`config.mk`:
```
export PLATFORM = sky130hd
export DESIGN_NAME = rc4_phase_seq_flat
export DESIGN_NICKNAME = d
export VERILOG_FILES = /design/src/rtl/rc4_phase_seq_pkg.sv /design/src/rtl/rc4_phase_seq_if.sv /design/src/rtl/rc4_phase_seq_phase_timer.sv /design/src/rtl/rc4_phase_seq.sv /design/src/flat_wrapper.sv
export SDC_FILE = /design/constraint.sdc
export NUM_CORES = 1
export LEC_CHECK = 0
export ABC_AREA = 1
export CORE_ASPECT_RATIO = 1.1
export CORE_MARGIN = 2
export CORE_UTILIZATION = 33
export DETAILED_ROUTE_END_ITERATION = 10
export MAX_ROUTING_LAYER = met4
export SYNTH_ARGS = -nofsm -noshare
export SYNTH_HDL_FRONTEND = slang
export SYNTH_SLANG_ARGS = --single-unit
```
`constraint.sdc`:
```
create_clock -name clk -period 2.5 [get_ports clk]
set_clock_uncertainty 0.2 [all_clocks]
set_input_delay 0.375 -clock clk [delete_from_list [all_inputs] [get_ports clk]]
set_output_delay 0.375 -clock clk [all_outputs]
set_load 0.03 [all_outputs]
```
`src/rtl/rc4_phase_seq_pkg.sv`:
```
// Shared types and helpers for the RC4 phase sequencer.
package rc4_phase_seq_pkg;

    typedef enum logic [3:0] {
        StIdle,
        StInitGo,
        StInitRun,
        StKsaGo,
        StKsaRun,
        StPrgaGo,
        StPrgaRun,
        StDone,
        StErr
    } seq_state_t;

    localparam logic [1:0] PH_IDLE = 2'd0;
    localparam logic [1:0] PH_INIT = 2'd1;
    localparam logic [1:0] PH_KSA  = 2'd2;
    localparam logic [1:0] PH_PRGA = 2'd3;

    function automatic logic [1:0] state_phase(input seq_state_t s);
        logic [1:0] ph;
        ph = PH_IDLE;
        case (s)
            StInitGo, StInitRun: ph = PH_INIT;
            StKsaGo, StKsaRun:   ph = PH_KSA;
            StPrgaGo, StPrgaRun: ph = PH_PRGA;
            default:             ph = PH_IDLE;
        endcase
        return ph;
    endfunction

    // GO/RUN states are the ones that burn timer and busy-cycle budget.
    function automatic logic state_active(input seq_state_t s);
        return s inside {StInitGo, StInitRun, StKsaGo, StKsaRun, StPrgaGo, StPrgaRun};
    endfunction

endpackage

```
`src/rtl/rc4_phase_seq_if.sv`:
```
// Host handshake, sub-block handshake and s_mem bus of the RC4 phase sequencer.
interface rc4_phase_seq_if #(
    parameter int unsigned ADDR_W = 8,
    parameter int unsigned DATA_W = 8,
    parameter int unsigned KEY_W  = 24,
    parameter int unsigned CNT_W  = 32
);
    logic              start;
    logic              abort;
    logic              mode_prga;
    logic [KEY_W-1:0]  key_in;
    logic              rdy;
    logic              done;
    logic              err;
    logic [1:0]        phase;
    logic [KEY_W-1:0]  key_out;
    logic [CNT_W-1:0]  busy_cycles;

    logic              init_en;
    logic              ksa_en;
    logic              prga_en;
    logic              init_rdy;
    logic              ksa_rdy;
    logic              prga_rdy;
    logic [ADDR_W-1:0] init_addr;
    logic [ADDR_W-1:0] ksa_addr;
    logic [ADDR_W-1:0] prga_addr;
    logic [DATA_W-1:0] init_wrdata;
    logic [DATA_W-1:0] ksa_wrdata;
    logic [DATA_W-1:0] prga_wrdata;
    logic              init_wren;
    logic              ksa_wren;
    logic              prga_wren;

    logic [ADDR_W-1:0] mem_addr;
    logic [DATA_W-1:0] mem_wrdata;
    logic              mem_wren;

    modport slave (
        input  start, abort, mode_prga, key_in,
        input  init_rdy, ksa_rdy, prga_rdy,
        input  init_addr, ksa_addr, prga_addr,
        input  init_wrdata, ksa_wrdata, prga_wrdata,
        input  init_wren, ksa_wren, prga_wren,
        output rdy, done, err, phase, key_out, busy_cycles,
        output init_en, ksa_en, prga_en,
        output mem_addr, mem_wrdata, mem_wren
    );

    modport master (
        output start, abort, mode_prga, key_in,
        output init_rdy, ksa_rdy, prga_rdy,
        output init_addr, ksa_addr, prga_addr,
        output init_wrdata, ksa_wrdata, prga_wrdata,
        output init_wren, ksa_wren, prga_wren,
        input  rdy, done, err, phase, key_out, busy_cycles,
        input  init_en, ksa_en, prga_en,
        input  mem_addr, mem_wrdata, mem_wren
    );
endinterface

```
`src/rtl/rc4_phase_seq_phase_timer.sv`:
```
// Per-phase cycle timer; expires after TIMEOUT_CYC enabled cycles, never when TIMEOUT_CYC is 0.
module phase_timer #(
    parameter int unsigned TIMEOUT_CYC = 65535,
    parameter int unsigned TO_W        = 16
) (
    input  logic clk,
    input  logic rst_n,
    input  logic clear_i,
    input  logic en_i,
    output logic expired_o
);
    localparam int unsigned LastCnt = (TIMEOUT_CYC == 0) ? 0 : TIMEOUT_CYC - 1;

    logic [TO_W-1:0] count_q, count_d;

    always_comb begin
        count_d = count_q;
        if (clear_i) begin
            count_d = '0;
        end else if (en_i && (count_q != '1)) begin
            count_d = count_q + TO_W'(1);
        end
    end

    // count_q holds the number of cycles already spent, so the last allowed cycle expires.
    assign expired_o = en_i && (TIMEOUT_CYC != 0) && (count_q >= TO_W'(LastCnt));

    always_ff @(posedge clk) begin
        if (!rst_n) begin
            count_q <= '0;
        end else begin
            count_q <= count_d;
        end
    end
endmodule

```
`src/rtl/rc4_phase_seq.sv`:
```
// Sequencer running init -> ksa -> optional prga on one s_mem, with timeout, abort and
// busy-cycle accounting. Owns the s_mem port mux.
module rc4_phase_seq
    import rc4_phase_seq_pkg::*;
#(
    parameter int unsigned ADDR_W      = 8,
    parameter int unsigned DATA_W      = 8,
    parameter int unsigned KEY_W       = 24,
    parameter int unsigned TIMEOUT_CYC = 65535,
    parameter int unsigned TO_W        = 16,
    parameter int unsigned CNT_W       = 32
) (
    input logic            clk,
    input logic            rst_n,
    rc4_phase_seq_if.slave seq_if
);
    seq_state_t       state_q, state_d;
    logic [KEY_W-1:0] key_q, key_d;
    logic             mode_q, mode_d;
    logic [CNT_W-1:0] busy_q, busy_d;
    logic             init_en_q, init_en_d;
    logic             ksa_en_q, ksa_en_d;
    logic             prga_en_q, prga_en_d;
    logic             lag_q, lag_d;
    logic             tmr_clr;
    logic             tmr_exp;
    logic             active;
    logic             run_ok;

    assign active = state_active(state_q);
    // Sub-block rdy is stale during the en cycle and the one after it.
    assign run_ok = !(init_en_q || ksa_en_q || prga_en_q) && !lag_q;

    phase_timer #(
        .TIMEOUT_CYC(TIMEOUT_CYC),
        .TO_W       (TO_W)
    ) u_timer (
        .clk      (clk),
        .rst_n    (rst_n),
        .clear_i  (tmr_clr),
        .en_i     (active),
        .expired_o(tmr_exp)
    );

    always_comb begin
        state_d   = state_q;
        key_d     = key_q;
        mode_d    = mode_q;
        busy_d    = busy_q;
        init_en_d = 1'b0;
        ksa_en_d  = 1'b0;
        prga_en_d = 1'b0;
        lag_d     = init_en_q || ksa_en_q || prga_en_q;
        tmr_clr   = 1'b0;

        if (active && (busy_q != '1)) begin
            busy_d = busy_q + CNT_W'(1);
        end

        if (seq_if.abort) begin
            state_d = StIdle;
        end else if (tmr_exp) begin
            state_d = StErr;
        end else begin
            unique case (state_q)
                StIdle, StDone, StErr: begin
                    if (seq_if.start) begin
                        state_d = StInitGo;
                        key_d   = seq_if.key_in;
                        mode_d  = seq_if.mode_prga;
                        busy_d  = '0;
                        tmr_clr = 1'b1;
                    end
                end
                StInitGo: begin
                    if (seq_if.init_rdy) begin
                        state_d   = StInitRun;
                        init_en_d = 1'b1;
                    end
                end
                StInitRun: begin
                    if (run_ok && seq_if.init_rdy) begin
                        state_d = StKsaGo;
                        tmr_clr = 1'b1;
                    end
                end
                StKsaGo: begin
                    if (seq_if.ksa_rdy) begin
                        state_d  = StKsaRun;
                        ksa_en_d = 1'b1;
                    end
                end
                StKsaRun: begin
                    if (run_ok && seq_if.ksa_rdy) begin
                        state_d = mode_q ? StPrgaGo : StDone;
                        tmr_clr = 1'b1;
                    end
                end
                StPrgaGo: begin
                    if (seq_if.prga_rdy) begin
                        state_d   = StPrgaRun;
                        prga_en_d = 1'b1;
                    end
                end
                StPrgaRun: begin
                    if (run_ok && seq_if.prga_rdy) begin
                        state_d = StDone;
                        tmr_clr = 1'b1;
                    end
                end
                default: state_d = StIdle;
            endcase
        end
    end

    always_ff @(posedge clk) begin
        if (!rst_n) begin
            state_q   <= StIdle;
            key_q     <= '0;
            mode_q    <= 1'b0;
            busy_q    <= '0;
            init_en_q <= 1'b0;
            ksa_en_q  <= 1'b0;
            prga_en_q <= 1'b0;
            lag_q     <= 1'b0;
        end else begin
            state_q   <= state_d;
            key_q     <= key_d;
            mode_q    <= mode_d;
            busy_q    <= busy_d;
            init_en_q <= init_en_d;
            ksa_en_q  <= ksa_en_d;
            prga_en_q <= prga_en_d;
            lag_q     <= lag_d;
        end
    end

    assign seq_if.rdy         = state_q inside {StIdle, StDone, StErr};
    assign seq_if.done        = (state_q == StDone);
    assign seq_if.err         = (state_q == StErr);
    assign seq_if.phase       = state_phase(state_q);
    assign seq_if.key_out     = key_q;
    assign seq_if.busy_cycles = busy_q;
    assign seq_if.init_en     = init_en_q;
    assign seq_if.ksa_en      = ksa_en_q;
    assign seq_if.prga_en     = prga_en_q;

    always_comb begin
        seq_if.mem_addr   = '0;
        seq_if.mem_wrdata = '0;
        seq_if.mem_wren   = 1'b0;
        case (state_q)
            StInitGo, StInitRun: begin
                seq_if.mem_addr   = seq_if.init_addr;
                seq_if.mem_wrdata = seq_if.init_wrdata;
                seq_if.mem_wren   = seq_if.init_wren;
            end
            StKsaGo, StKsaRun: begin
                seq_if.mem_addr   = seq_if.ksa_addr;
                seq_if.mem_wrdata = seq_if.ksa_wrdata;
                seq_if.mem_wren   = seq_if.ksa_wren;
            end
            StPrgaGo, StPrgaRun: begin
                seq_if.mem_addr   = seq_if.prga_addr;
                seq_if.mem_wrdata = seq_if.prga_wrdata;
                seq_if.mem_wren   = seq_if.prga_wren;
            end
            default: ;
        endcase
    end
endmodule

```
`src/flat_wrapper.sv`:
```
// flat-port wrapper written by rule: the top's interface ports become plain ports
module rc4_phase_seq_flat import rc4_phase_seq_pkg::*;
#(
    parameter int unsigned ADDR_W      = 8,
    parameter int unsigned DATA_W      = 8,
    parameter int unsigned KEY_W       = 24,
    parameter int unsigned TIMEOUT_CYC = 65535,
    parameter int unsigned TO_W        = 16,
    parameter int unsigned CNT_W       = 32
)
  (clk, rst_n, seq_if_start, seq_if_abort, seq_if_mode_prga, seq_if_key_in, seq_if_init_rdy, seq_if_ksa_rdy, seq_if_prga_rdy, seq_if_init_addr, seq_if_ksa_addr, seq_if_prga_addr, seq_if_init_wrdata, seq_if_ksa_wrdata, seq_if_prga_wrdata, seq_if_init_wren, seq_if_ksa_wren, seq_if_prga_wren, seq_if_rdy, seq_if_done, seq_if_err, seq_if_phase, seq_if_key_out, seq_if_busy_cycles, seq_if_init_en, seq_if_ksa_en, seq_if_prga_en, seq_if_mem_addr, seq_if_mem_wrdata, seq_if_mem_wren);
  rc4_phase_seq_if #(.ADDR_W(ADDR_W), .DATA_W(DATA_W), .KEY_W(KEY_W), .CNT_W(CNT_W)) seq_if_i ();
  input logic clk;
  input logic rst_n;
  input wire logic [$bits(seq_if_i.start)-1:0] seq_if_start;
  input wire logic [$bits(seq_if_i.abort)-1:0] seq_if_abort;
  input wire logic [$bits(seq_if_i.mode_prga)-1:0] seq_if_mode_prga;
  input wire logic [$bits(seq_if_i.key_in)-1:0] seq_if_key_in;
  input wire logic [$bits(seq_if_i.init_rdy)-1:0] seq_if_init_rdy;
  input wire logic [$bits(seq_if_i.ksa_rdy)-1:0] seq_if_ksa_rdy;
  input wire logic [$bits(seq_if_i.prga_rdy)-1:0] seq_if_prga_rdy;
  input wire logic [$bits(seq_if_i.init_addr)-1:0] seq_if_init_addr;
  input wire logic [$bits(seq_if_i.ksa_addr)-1:0] seq_if_ksa_addr;
  input wire logic [$bits(seq_if_i.prga_addr)-1:0] seq_if_prga_addr;
  input wire logic [$bits(seq_if_i.init_wrdata)-1:0] seq_if_init_wrdata;
  input wire logic [$bits(seq_if_i.ksa_wrdata)-1:0] seq_if_ksa_wrdata;
  input wire logic [$bits(seq_if_i.prga_wrdata)-1:0] seq_if_prga_wrdata;
  input wire logic [$bits(seq_if_i.init_wren)-1:0] seq_if_init_wren;
  input wire logic [$bits(seq_if_i.ksa_wren)-1:0] seq_if_ksa_wren;
  input wire logic [$bits(seq_if_i.prga_wren)-1:0] seq_if_prga_wren;
  output wire logic [$bits(seq_if_i.rdy)-1:0] seq_if_rdy;
  output wire logic [$bits(seq_if_i.done)-1:0] seq_if_done;
  output wire logic [$bits(seq_if_i.err)-1:0] seq_if_err;
  output wire logic [$bits(seq_if_i.phase)-1:0] seq_if_phase;
  output wire logic [$bits(seq_if_i.key_out)-1:0] seq_if_key_out;
  output wire logic [$bits(seq_if_i.busy_cycles)-1:0] seq_if_busy_cycles;
  output wire logic [$bits(seq_if_i.init_en)-1:0] seq_if_init_en;
  output wire logic [$bits(seq_if_i.ksa_en)-1:0] seq_if_ksa_en;
  output wire logic [$bits(seq_if_i.prga_en)-1:0] seq_if_prga_en;
  output wire logic [$bits(seq_if_i.mem_addr)-1:0] seq_if_mem_addr;
  output wire logic [$bits(seq_if_i.mem_wrdata)-1:0] seq_if_mem_wrdata;
  output wire logic [$bits(seq_if_i.mem_wren)-1:0] seq_if_mem_wren;
  assign seq_if_i.start = seq_if_start;
  assign seq_if_i.abort = seq_if_abort;
  assign seq_if_i.mode_prga = seq_if_mode_prga;
  assign seq_if_i.key_in = seq_if_key_in;
  assign seq_if_i.init_rdy = seq_if_init_rdy;
  assign seq_if_i.ksa_rdy = seq_if_ksa_rdy;
  assign seq_if_i.prga_rdy = seq_if_prga_rdy;
  assign seq_if_i.init_addr = seq_if_init_addr;
  assign seq_if_i.ksa_addr = seq_if_ksa_addr;
  assign seq_if_i.prga_addr = seq_if_prga_addr;
  assign seq_if_i.init_wrdata = seq_if_init_wrdata;
  assign seq_if_i.ksa_wrdata = seq_if_ksa_wrdata;
  assign seq_if_i.prga_wrdata = seq_if_prga_wrdata;
  assign seq_if_i.init_wren = seq_if_init_wren;
  assign seq_if_i.ksa_wren = seq_if_ksa_wren;
  assign seq_if_i.prga_wren = seq_if_prga_wren;
  assign seq_if_rdy = seq_if_i.rdy;
  assign seq_if_done = seq_if_i.done;
  assign seq_if_err = seq_if_i.err;
  assign seq_if_phase = seq_if_i.phase;
  assign seq_if_key_out = seq_if_i.key_out;
  assign seq_if_busy_cycles = seq_if_i.busy_cycles;
  assign seq_if_init_en = seq_if_i.init_en;
  assign seq_if_ksa_en = seq_if_i.ksa_en;
  assign seq_if_prga_en = seq_if_i.prga_en;
  assign seq_if_mem_addr = seq_if_i.mem_addr;
  assign seq_if_mem_wrdata = seq_if_i.mem_wrdata;
  assign seq_if_mem_wren = seq_if_i.mem_wren;
  rc4_phase_seq #(.ADDR_W(ADDR_W), .DATA_W(DATA_W), .KEY_W(KEY_W), .TIMEOUT_CYC(TIMEOUT_CYC), .TO_W(TO_W), .CNT_W(CNT_W)) u_core (.clk(clk), .rst_n(rst_n), .seq_if(seq_if_i));
endmodule
```
Word-level counts from Yosys, hierarchy flattened
Index checks and enable logic that the tools add are counted.
{"block": "word_totals", "in_bits": 83, "reg_bits": 81, "elab_cells": 99, "romBits": 0, "output_inout_bits": 81, "latch_bits": 0, "ram_bits": 0, "n_memories": 0}
{"block": "op_classes", "eq_ne": 24, "div_mod_pow": 0, "shift": 0, "bitwise": 6, "n_lt_le_gt_ge": 1, "n_addsub": 2, "multipliers": 0, "muxes": 29, "n_reduce_logical": 27}
{"operator": "32-bit two-way mux", "count": 5}
{"operator": "8-bit one-hot mux with 3 select lines", "count": 2}
{"operator": "32-bit by 1-bit adder with 32-bit output (second input constant)", "count": 1}
{"operator": "4-bit two-way mux", "count": 8}
{"operator": "32-bit inequality test (second input constant)", "count": 1}
{"operator": "4-bit one-hot mux with 7 select lines", "count": 1}
{"operator": "3-bit by 2-bit inequality test with 1-bit output (second input constant)", "count": 7}
{"operator": "16-bit by 1-bit adder with 16-bit output (second input constant)", "count": 1}
{"operator": "4-bit by 3-bit == test with 1-bit output (second input constant)", "count": 4}
{"operator": "16-bit greater-or-equal comparator (second input constant)", "count": 1}
{"operator": "16-bit inequality test (second input constant)", "count": 1}
{"operator": "2-bit inequality test (second input constant)", "count": 7}
{"operator": "7-bit AND reduction", "count": 2}
{"operator": "4-bit OR reduction", "count": 3}
{"operator": "2-bit OR reduction", "count": 5}
{"operator": "1-bit two-way mux", "count": 9}
{"operator": "4-bit by 2-bit == test with 1-bit output (second input constant)", "count": 2}
{"operator": "1-bit logical AND", "count": 7}
{"operator": "1-bit inverter", "count": 6}
{"operator": "2-bit one-hot mux with 3 select lines", "count": 1}
{"operator": "6-bit nonzero test", "count": 1}
{"operator": "3-bit OR reduction", "count": 2}
{"operator": "4-bit by 1-bit == test with 1-bit output (second input constant)", "count": 1}
{"operator": "4-bit == test (second input constant)", "count": 1}
{"operator": "8 further kinds", "count": 10}

Depth between registers and ports, before layout
{"block": "depth", "word_depth": 10, "mapped_depth": 12, "mapped_depth_nobuf": 11}

By module
Synthesis repeated with hierarchy kept, for this count alone.
{"block": "unflattened", "hier_cells": 756, "area_unflattened_um2": 4884.7}
{"module": "rc4_phase_seq", "n_inst": 1, "cells_each": 614, "area_per_inst_um2": 3960.0, "seq_area_each_um2": 1301.2}
{"module": "phase_timer", "n_inst": 1, "cells_each": 142, "area_per_inst_um2": 924.6, "seq_area_each_um2": 320.3}

Worst setup path after synthesis
OpenSTA, ideal clock, no wires.
{"block": "synth_timing", "path_kind": "register -> register", "start": "register u_core.busy_q[0] (netlist: u_core.seq_if.busy_cycles[0])", "end": "register u_core.busy_q[23] (netlist: u_core.seq_if.busy_cycles[23])", "path_stages_with_launch": 13, "setup_ns": 0.114, "required_time_ns": 2.186, "path_slack_ns": 0.285, "n_path_buf": 2, "period_less_slack_ns": 2.215, "arrival_time_ns": 1.901, "cell_sequence": "dfxtp_1 ha_1 inv_1 nor2_2 nand2_1 nor2_2 nand2_1 nand2_2 inv_2 buf_6 buf_6 nand2_1 a21oi_2"}
{"block": "synth_via", "elab_chain_len": 7, "word_cells_on_any_way": 8, "cone_classes": "add/sub: 1; eq/ne: 1; mux: 5; reduce/logical: 1"}
{"element": "start: declaration", "line": "rc4_phase_seq.sv:20", "text": "logic [CNT_W-1:0] busy_q, busy_d;"}
{"element": "start signal: assignment", "line": "rc4_phase_seq.sv:130", "text": "busy_q <= busy_d;"}
{"element": "branches (longest 2 deep; another with 32-bit by 1-bit adder with 32-bit output)"}
{"element": "32-bit two-way mux *", "line": "rc4_phase_seq.sv:56", "text": "if (active && (busy_q != '1)) begin"}
{"element": "32-bit two-way mux", "line": "rc4_phase_seq.sv:67", "text": "if (seq_if.start) begin"}
{"element": "32-bit two-way mux", "line": "rc4_phase_seq.sv:65", "text": "unique case (state_q)"}
{"element": "32-bit two-way mux", "line": "rc4_phase_seq.sv:62", "text": "end else if (tmr_exp) begin"}
{"element": "32-bit two-way mux *", "line": "rc4_phase_seq.sv:60", "text": "if (seq_if.abort) begin"}
Mark *: on every way between the ends.
A chain may end at the register's enable or synchronous reset.

Worst setup path in the final report
{"block": "layout_timing", "start": "register u_core.state_q[3]", "end": "output port seq_if_mem_addr[0]"}
{"block": "layout_via", "elab_chain_len": 3, "word_cells_on_any_way": 10, "cone_classes": "eq/ne: 6; mux: 1; reduce/logical: 3"}
{"element": "start: declaration", "line": "rc4_phase_seq.sv:17", "text": "seq_state_t state_q, state_d;"}
{"element": "start signal: assignment", "line": "rc4_phase_seq.sv:118", "text": "state_q <= StIdle;"}
{"element": "start signal: assignment", "line": "rc4_phase_seq.sv:127", "text": "state_q <= state_d;"}
{"element": "4-bit by 3-bit == test with 1-bit output (tied with other cells)", "line": "rc4_phase_seq.sv:152", "text": "case (state_q)"}
{"element": "2-bit OR reduction", "line": "rc4_phase_seq.sv:152"}
{"element": "8-bit one-hot mux with 3 select lines *", "line": "rc4_phase_seq.sv:152"}
{"element": "end: declaration", "line": "flat_wrapper.sv:40", "text": "output wire logic [$bits(seq_if_i.mem_addr)-1:0] seq_if_mem_addr;"}
Every way passes the cells marked *; elsewhere a longest branch is shown, timed or not.

==> impl_metrics.csv <==
group,metric,value,unit
worst_setup_path,crit_slowest_cell,"dfxtp_1",
cells_and_area,nNetsFinal,1164,
routing,drt-wirelength-per-cell,12.6,um
routing,viasPerCell,4.59,
power,clock_power_share,0.336,
routing,drtAntennaViolNets,0,
synth,synthesis.nets,995,
worst_setup_path,path_buf_inv,4,
hold_path,min_path_type,"reg -> reg",
sta,fin_crit_sh,0.953,
synth,synthFlopType,"dfxtp_1",
sta,finalCriticalPeriod,2380,ps
worst_setup_path,end_kind,"output port",
cells_and_area,final_area,7550,sq um
floorplanning,start_util,0.333,
power,vdd_drop_max,0.338,mV
clocking,root_buffer,"clkbuf_16",
place,port_buffers,163,
worst_setup_path,critPathArrivalTime,1810,ps
power,total_power,0.00399,W
cells_and_area,multi_input_area,3120,sq um
synth,syn_area,5390,sq um
synth,async_flop_share,0,
cells_and_area,antenna_cells,0,
synth,synth_edf_count,0,
sta,slew_violations,0,
clocking,path_clk_slew,60,ps
worst_setup_path,worstPathCellList,"inv_1 -> nand2_2 -> nor2_2 -> nor2_4 -> clkinv_2 -> buf_12 -> nand2_1 -> nand3_1 -> clkdlybuf4s15_2",
synth,ys_seq_area_frac,0.301,
cells_and_area,final_util,0.467,
floorplanning,dieArea,17400,sq um
worst_setup_path,worstSetupPathType,"reg -> out",
power,swShare,0.349,
worst_setup_path,required,1920,ps
sta,hold_viol,0,
power,combPwrFrac,0.317,
place,dp_hpwl,12500,um
global_routing,grt_pass1_wl,26300,um
floorplanning,die_h,138,um
clocking,cts_made_buffers,9,
global_routing,grt_usage,0.192,
cells_and_area,drive_above_1_share,0.101,
global_routing,antenna_found_initial,0,
cells_and_area,area_delta_synth_final,40.2,%
sta,fmax,420,MHz
power,p_per_area,528,nW/um^2
synth,synth-seq-cells,81,
worst_setup_path,worstPathMaxFanout,18,
routing,routed_wl,16200,um
cells_and_area,seq_area,1620,sq um
synth,syn_inst,909,
synth,synth_top_area_cell,"dfxtp_1",
sta,setup_viol,0,
hold_path,whs_path_depth,2,
worst_setup_path,slowest_delay,370,ps
status,status,"finished, final reports clean",
worst_setup_path,r2r_slack,240,ps
clocking,cts_sinks,81,
routing,drtPass1Iterations,5,
sta,relSlewSlack,0.647,
sta,grt_setup_unrepaired,"false",
global_routing,grt_max_degree,33,
clocking,cts_buffer_depth,2,
synth,ys_warn_count,0,
place,gp_congestion,0.929,
sta,tightest_slew,530,ps
worst_setup_path,timing.rr.end,"u_core.seq_if.busy_cycles[24]$_SDFF_PN0_",
synth,synth_top_area_frac,0.301,
hold_path,worstHoldStart,"u_core.state_q[3]$_SDFFE_PP0P_",
power,power_frac_seq,0.347,
synth,yosysUniqueCellTypes,29,
cells_and_area,num-fill-cells,1760,
hold_path,hold_path_end,"u_core.state_q[3]$_SDFFE_PP0P_",
power,leakagePower,3.15,nW
synth,syn_area_per_cell,5.93,sq um
clocking,clock_latency,350,ps
job,cap_violations,0,
synth,synthTopCellsByCount,"nand2_1, nor2_1, inv_1, dfxtp_1, nand3_1",
floorplanning,ios,164,
worst_setup_path,crit_family,"buffers and inverters",
clocking,cts_tree,"built",
global_routing,grt_pass1_vias,5542,
worst_setup_path,reg2reg_depth,8,
place,placed_cell_area,7310,sq um
sta,setup-tns-final,0,ps
routing,vias,5903,
floorplanning,die_w,126,um
clocking,holdBufCountCts,0,
power,internal-power,0.00260,W
worst_setup_path,rr_startpoint,"u_core.state_q[2]$_SDFFE_PP0P_",
floorplanning,coreArea,16200,sq um
worst_setup_path,critPathLaunchType,"flop",
floorplanning,rows,49,
global_routing,grt-ovfl-total,0,
power,p_sw,0.00139,W
clocking,htreeDepth,3,
routing,drc,0,
routing,drtIter0Drc,253,
synth,yosys-top-cells-area,"dfxtp_1, nand2_1, nor2_1",
synth,yosysMostFrequentCell,"nand2_1",
-- power by group through the flow --
stage	Clock, W	Combinational [W]	Sequential, W
3_3_place_gp	0	0.00132	0.00141
4_1_cts	0.00138	0.00131	0.00139
2_1_floorplan	0	0.000711	0.00150
5_1_grt	0.00144	0.00139	0.00139
3_5_place_dp	0	0.00132	0.00141
6_report	0.00134	0.00126	0.00139
-- per-stage QoR --
| stage | worst slack, ps | hold WS [ps] | cells |
|---|---|---|---|
| after CTS | 42.0 | 305 | 1287 |
| after detailed placement | 92.9 | 295 | 1271 |
| after global placement | 86.7 | 288 | 1271 |
| after floorplan | 285 | 265 | 909 |
| after global routing | 3.22 | 326 | 1287 |
| final | 117 | 305 | 1287 |
-- worst max-delay path by stage --
stage	start	end	slack, ps	cells after the start
finish	u_core.state_q[3]$_SDFFE_PP0P_	seq_if_mem_addr[0]	120	9
global route	u_core.state_q[0]$_SDFFE_PP0P_	seq_if_mem_addr[0]	3	9
CTS	u_core.state_q[3]$_SDFFE_PP0P_	seq_if_phase[1]	40	9
detailed placement	u_core.state_q[3]$_SDFFE_PP0P_	seq_if_phase[1]	90	9
global placement	u_core.state_q[3]$_SDFFE_PP0P_	seq_if_phase[1]	90	9
floorplan	u_core.seq_if.busy_cycles[0]$_SDFF_PN0_	u_core.seq_if.busy_cycles[23]$_SDFF_PN0_	280	12
-- worst reg2reg max path, delay by kind of cell, from the launching register on --
family | cells | cell delay, ps
AND/OR/NAND/NOR | 6 | 1130
flip-flops | 1 | 380
AO/OA/AOI/OAI | 1 | 270
buffers and inverters | 1 | 140
-- metal layers --
metal / vias up / track usage / routed length [um]
li1: 3107 / - / -
met1: 2602 / 0.219 / 6920
met2: 174 / 0.326 / 7850
met3: 20 / 0.0538 / 1120
met4: 0 / 0.0654 / 280
met5: - / - / 0
-- kinds of logic (layout without fill, tap and decap cells) --
logic type / after synthesis / after routing / share of synthesized area
AND/OR/NAND/NOR: 602 / 602 / 0.470
buffers and inverters: 156 / 330 / 0.123
XOR/XNOR: 22 / 22 / 0.0357
flip-flops: 81 / 81 / 0.301
adder cells (fa/ha/maj): 3 / 3 / 0.00696
AO/OA/AOI/OAI: 45 / 45 / 0.0636
-- sequential cells by signal, summed over array words and instances, names as in the netlist, 4 cells and up --
name and cells:
u_core.seq_if.busy_cycles 32, u_core.seq_if.key_out 24, u_core.state_q 4, u_core.u_timer.count_q 16
-- repair_timing --
| action | CTS | global route |
|---|---|---|
| endpoints found under the setup margin | 19 | 20 |
| resized for setup | 51 | 32 |
| buffers inserted | 0 | 0 |
| pin swaps | 0 | 1 |
-- area by class of cell --
| class | count | area share |
|---|---|---|
| multi-input cells | 672 | 0.413 |
| flip-flops and latches | 81 | 0.215 |
| clock inverters | 6 | 0.00911 |
| repair buffers | 185 | 0.234 |
| inverters | 129 | 0.0643 |
| clock buffers | 10 | 0.0303 |
| well taps | 204 | 0.0338 |
-- cells in the final DEF, fill, tap and decap left out, drive strengths merged --
cell type        n
a21boi           1
a21oi           37
buf             39
bufinv           1
clkbuf          10
clkdlybuf4s15    1
clkdlybuf4s50  141
clkinv           5
clkinvlp         1
dfxtp           81
dlygate4sd2      3
dlymetal6s2s     1
ha               3
inv            128
nand2          355
nand3           36
nand3b          16
nand4           34
nor2           159
nor3             1
nor3b            1
o21ai            6
o2bb2ai          1
xnor2            9
xor2            13
Note: power is estimated with default switching activity, not from simulation.
==> patch 1: new RTL, same flow settings <==
`ADDR_W` is set to 8 in 3 places; all go to 9.
--- a/src/rtl/rc4_phase_seq_if.sv
+++ b/src/rtl/rc4_phase_seq_if.sv
@@ -1,5 +1,5 @@
 // Host handshake, sub-block handshake and s_mem bus of the RC4 phase sequencer.
 interface rc4_phase_seq_if #(
-    parameter int unsigned ADDR_W = 8,
+    parameter int unsigned ADDR_W = 9,
     parameter int unsigned DATA_W = 8,
     parameter int unsigned KEY_W  = 24,
--- a/src/rtl/rc4_phase_seq.sv
+++ b/src/rtl/rc4_phase_seq.sv
@@ -4,5 +4,5 @@
     import rc4_phase_seq_pkg::*;
 #(
-    parameter int unsigned ADDR_W      = 8,
+    parameter int unsigned ADDR_W      = 9,
     parameter int unsigned DATA_W      = 8,
     parameter int unsigned KEY_W       = 24,
--- a/src/flat_wrapper.sv
+++ b/src/flat_wrapper.sv
@@ -2,5 +2,5 @@
 module rc4_phase_seq_flat import rc4_phase_seq_pkg::*;
 #(
-    parameter int unsigned ADDR_W      = 8,
+    parameter int unsigned ADDR_W      = 9,
     parameter int unsigned DATA_W      = 8,
     parameter int unsigned KEY_W       = 24,
Ports: changed (resized seq_if_init_addr, seq_if_ksa_addr, seq_if_mem_addr and seq_if_prga_addr); port bits go from 164 to 168. The function was not compared with the original's and may differ.
==> patch 1 against the unedited design <==
Critical path depth stayed put; worst setup slack worse by 0.019 ns; routed wire length is 1.8% higher; final area is 2.5% higher; synthesized area is 1.1% higher; sequential cell count stayed put; combinational power is 6% higher; total power is 4.2% higher; global-route usage hardly changed; critical endpoint is now seq_if_mem_wren.
==> patch 1: results (changes against the unedited design) <==
- IO buf count: 167 (+2.5%)
- GR Util met1: 21.76% (-0.12 points)
- Tightest Pin Transition: 0.5291 ns (-0.001052 ns)
- Synth top cells by count: 336 x nand2_1, 140 x nor2_1, 106 x inv_1, 81 x dfxtp_1, 38 x nand3_1
- Inst Count DP: 1287 (+1.3%)
- Crit-path max FO: 12 (-6)
- GR Layer Usage met3: 3.935% (-1.4 points)
- Fraction of layout cells with a size suffix above 1: 13.56% (+3.5 points)
- Compound-Gate Fraction of Synth Area: 5.924% (-0.44 points)
- Synth Net Count: 1002 (+0.70%)
- First-pass GRT wire length: 26.85 mm (+1.9%)
- DP HPWL: 12.84 mm (+2.4%)
- Final nets: 1183 (+1.6%)
- Post-Place Setup Slack: 0.07646 ns (-0.01642 ns)
- Peak VDD IR: 0.4263 mV (+26%)
- DRT iter0 DRCs: 258 (+2.0%)
- Initial antenna violation count: 1 (+1)
- Vias in the first global route: 5601 (+1.1%)
- Xor/xnor share of the synthesized area: 3.536% (-0.039 points)
- Met3 WL: 872 um (-22%)
- Sequential-to-total area share from yosys stat: 29.76% (-0.32 points)
- Syn_area_per_cell: 5.968 um2 (+0.65%)
- Met2 WL post-DR: 8.325 mm (+6.1%)
- NetSw: 1.438 mW (+3.1%)
- Pleak: 3.198 nW (+1.4%)
- DR WL/cell: 12.62 um (+0.47%)
- RR Startpoint: u_core.state_q[3]
- Routed vias: 5962 (+1.0%)
- DR pass1 iterations: 4 (-1)
- Met1 wire length: 6.922 mm (about the same)
- Via density: 4.572 (-0.32%)
- Status: finished clean
[patch 1: power by group through the flow]
| stage | Combinational, mW | Sequential [mW] | Clock (mW) |
|---|---|---|---|
| final | 1.33 | 1.39 | 1.44 |
| after CTS | 1.34 | 1.39 | 1.47 |
| after detailed placement | 1.35 | 1.42 | 0 |
| after floorplan | 0.747 | 1.51 | 0 |
| after global placement | 1.36 | 1.41 | 0 |
| after global routing | 1.45 | 1.40 | 1.51 |
[patch 1: worst max-delay path, stage by stage (launching register included)]
cell and delay [ns]:
dfxtp_1 0.39, inv_2 0.07, nand2_1 0.11, nor2_2 0.07
nor2_4 0.13, clkinvlp_4 0.15, buf_4 0.21, nand2_1 0.08
nand3_1 0.09, buf_4 0.18
[patch 1: stage by stage]
stage	util, %	area, um2
floorplan	-	5449
global placement	45.64	7415
detailed placement	45.64	7415
CTS	47.58	7730
global route	47.64	7740
finish	47.64	7740
[patch 1: cell families after synthesis]
kind of cell,Yosys count
simple gates,602
buf+inv,158
flops,81
compound gates,47
xor+xnor,22
fa+ha+maj,3
[patch 1: area by class of cell]
type	instances	area, um2
fillers	1723	8507
multi-input cells	674	3188
repair buffers	196	1849
flip-flops and latches	81	1625
inverters	132	499.2
well taps	204	255.2
clock buffers	9	225.2
clock inverters	7	95.09
diodes	1	2.502
[patch 1: repair_timing]
item                                    CTS  global route
endpoints found under the setup margin    6            19
buffers inserted                          0             0
gates resized for setup                   8            11
[patch 1: final timing paths]
path | end | slack [ns] | depth (start not counted)
setup / recovery | seq_if_mem_wren | 0.1 | 9
hold / removal | u_core.state_q[0] | 0.31 | 2
setup reg to reg | u_core.seq_if.busy_cycles[22] | 0.31 | 10
hold reg to reg | u_core.state_q[0] | 0.31 | 2
==> patch 2: new RTL, same settings <==
Made on the original files. `key_q` no longer has a reset.
--- a/src/rtl/rc4_phase_seq.sv
+++ b/src/rtl/rc4_phase_seq.sv
@@ -117,5 +117,4 @@
         if (!rst_n) begin
             state_q   <= StIdle;
-            key_q     <= '0;
             mode_q    <= 1'b0;
             busy_q    <= '0;
@@ -126,5 +125,4 @@
         end else begin
             state_q   <= state_d;
-            key_q     <= key_d;
             mode_q    <= mode_d;
             busy_q    <= busy_d;
@@ -134,4 +132,8 @@
             lag_q     <= lag_d;
         end
+    end
+
+    always_ff @(posedge clk) begin
+        key_q <= key_d;
     end
 
Behaviour: not the same (a bounded check fails within 4 cycles, from zero or initial values and one cycle with rst_n low).
==> patch 2 against the unedited design <==
Via count is 17% lower; synthesized area is 13% lower; sequential cell count stayed put; global-route usage hardly changed; routed wire length is 11% lower; synthesized cell count is 23% lower; first-iteration DRC count is 3.2% lower; final area is 9.3% lower; critical endpoint is now seq_if_mem_wrdata[4]; total power is 11% lower; worst setup slack better by 0.0046 ns; register-to-register slack better by 0.09 ns; sequential share of layout area is 5.7 points higher.
==> patch 2: results (changes against the unedited design) <==
- Fill cells: 1426 (-19%)
- First-pass GRT wire length: 22.60 mm (-14%)
- Cell area after placement: 0.006530 mm2 (-11%)
- Area contributors post-synth: dfxtp_1 24%, nand2_1 17%, edfxtp_1 15%
- Routed vias: 4928 (-17%)
- Root buffer cell: clkbuf_16
- Syn_area_per_cell: 6.675 um2 (+13%)
- Clk_lat worst skew: 0.35 ns (about the same)
- Synth unique cells: 32 (+10%)
- Max reg flops: 32 (unchanged)
- DP HPWL: 10.93 mm (-13%)
- Post-Place Setup Slack: 0.2586 ns (+0.1658 ns)
- Post-CTS Setup Inserts: 0 (unchanged)
- Post-synth EDFFs: 24 (+24)
- CTS Buffer Depth: 2 (unchanged)
- Via density: 4.614 (+0.60%)
- Status: finished clean
- Hold WC Path Type: reg -> reg
- Inst Count DP: 1052 (-17%)
- Crit-path slowest cell: dfxtp_1
- DRC: 0 (unchanged)
- Crit-path max FO: 17 (-1)
- Post-route ant nets: 0 (unchanged)
- Synth Net Count: 788 (-21%)
- Initial antenna violation count: 0 (unchanged)
- Largest net degree at the start of global routing: 28 (-15%)
- DRT iter0 DRCs: 245 (-3.2%)
- Worst Path Arrival: 1.80 ns
- DR pass1 iterations: 4 (-1)
- Post-synthesis async set-or-reset flop share: 0% (unchanged)
- Pleak: 2.666 nW (-15%)
- Grt ovf: 0 (unchanged)
- Antenna diodes: 0 (unchanged)
- Register clock-pin slew on the reported worst setup and hold paths: 0.06 ns (about the same)
- GRT Total Usage: 19.28% (+0.028 points)
- Tightest Pin Transition: 0.4920 ns (-0.03809 ns)
- GPL Wtd Cong: 0.9228 (-0.69%)
- Final nets: 961 (-17%)
- Vias in the first global route: 4484 (-19%)
- Synth top cells by count: 210 x nand2_1, 136 x nor2_1, 79 x inv_1, 57 x dfxtp_1, 53 x nand3_1
- Row cnt: 45 (-8.2%)
- IO buf count: 163 (unchanged)
- Fraction of layout cells with a size suffix above 1: 8.864% (-1.2 points)
- CP peak stage delay: 0.37 ns (about the same)
- Sequential-to-total area share from yosys stat: 39.73% (+9.6 points)
- H-tree levels: 3 (unchanged)
- Cts bufs inserted: 9 (unchanged)
- DR WL/cell: 13.42 um (+6.9%)
- Final instance area: 0.006853 mm2 (-9.3%)
- Top FF cell, synth: dfxtp_1
- Peak VDD IR: 0.2316 mV (-31%)
- Ys Warns: 0 (unchanged)
patch 2: worst paths after layout:
path,from,end,cells after the start,slack (ns)
max,u_core.state_q[3],seq_if_mem_wrdata[4],7,0.12
min,u_core.mode_q,u_core.mode_q,2,0.30
min reg2reg,u_core.mode_q,u_core.mode_q,2,0.30
max reg2reg,u_core.seq_if.busy_cycles[0],u_core.seq_if.busy_cycles[13],11,0.33
patch 2: cell families after synthesis:
| logic type | Yosys count | share of synthesized area [%] |
|---|---|---|
| xor gates and xnor gates | 14 | 2.617 |
| AOI/OAI and AO/OA | 43 | 5.073 |
| buffers and inverters | 98 | 8.678 |
| DFF | 81 | 39.73 |
| adders and majority gates | 3 | 0.8012 |
| and+or+nand+nor | 463 | 43.10 |
patch 2: critical path: cells and delay by family (launching register included):
kind          cells  cell delay (ns)
simple gates      5             0.67
buf+inv           2             0.41
flops             1             0.37
patch 2: layer usage:
layer | routed length, um | up-vias | GRT usage, %
met5 | 0 | - | -
met4 | 284 | 0 | 7.158
met3 | 733 | 19 | 3.457
met2 | 6810 | 144 | 31.46
met1 | 6504 | 2194 | 23.96
li1 | - | 2571 | -
patch 2: area by class of cell:
| type | instances | area share [%] |
|---|---|---|
| Multi-Input combinational cell | 523 | 35.42 |
| Inverter | 87 | 4.838 |
| Timing Repair Buffer | 173 | 24.67 |
| Tap cell | 188 | 3.433 |
| Clock buffer | 9 | 3.286 |
| Clock inverter | 7 | 1.150 |
| Sequential cell | 81 | 27.20 |
patch 2: what timing repair did:
| item | in CTS | in global routing |
|---|---|---|
| setup endpoints to repair | 4 | 20 |
| gates resized for setup | 4 | 7 |
| cloned | 0 | 0 |
| pin swaps | 0 | 1 |
patch 2: power by group:
group,internal (mW),switching (mW),total (mW),leakage (nW)
Clock,0.782,0.564,1.35,0.139
Sequential,1.40,0.0227,1.42,0.684
Combinational,0.313,0.470,0.783,1.84
patch 2: stage by stage:
stage               hold slack (ns)  total power [mW]
floorplan                    0.2382             1.899
global placement             0.2904             2.227
detailed placement           0.2830             2.232
CTS                          0.2979             3.604
global route                 0.3076             3.706
finish                       0.3004             3.548
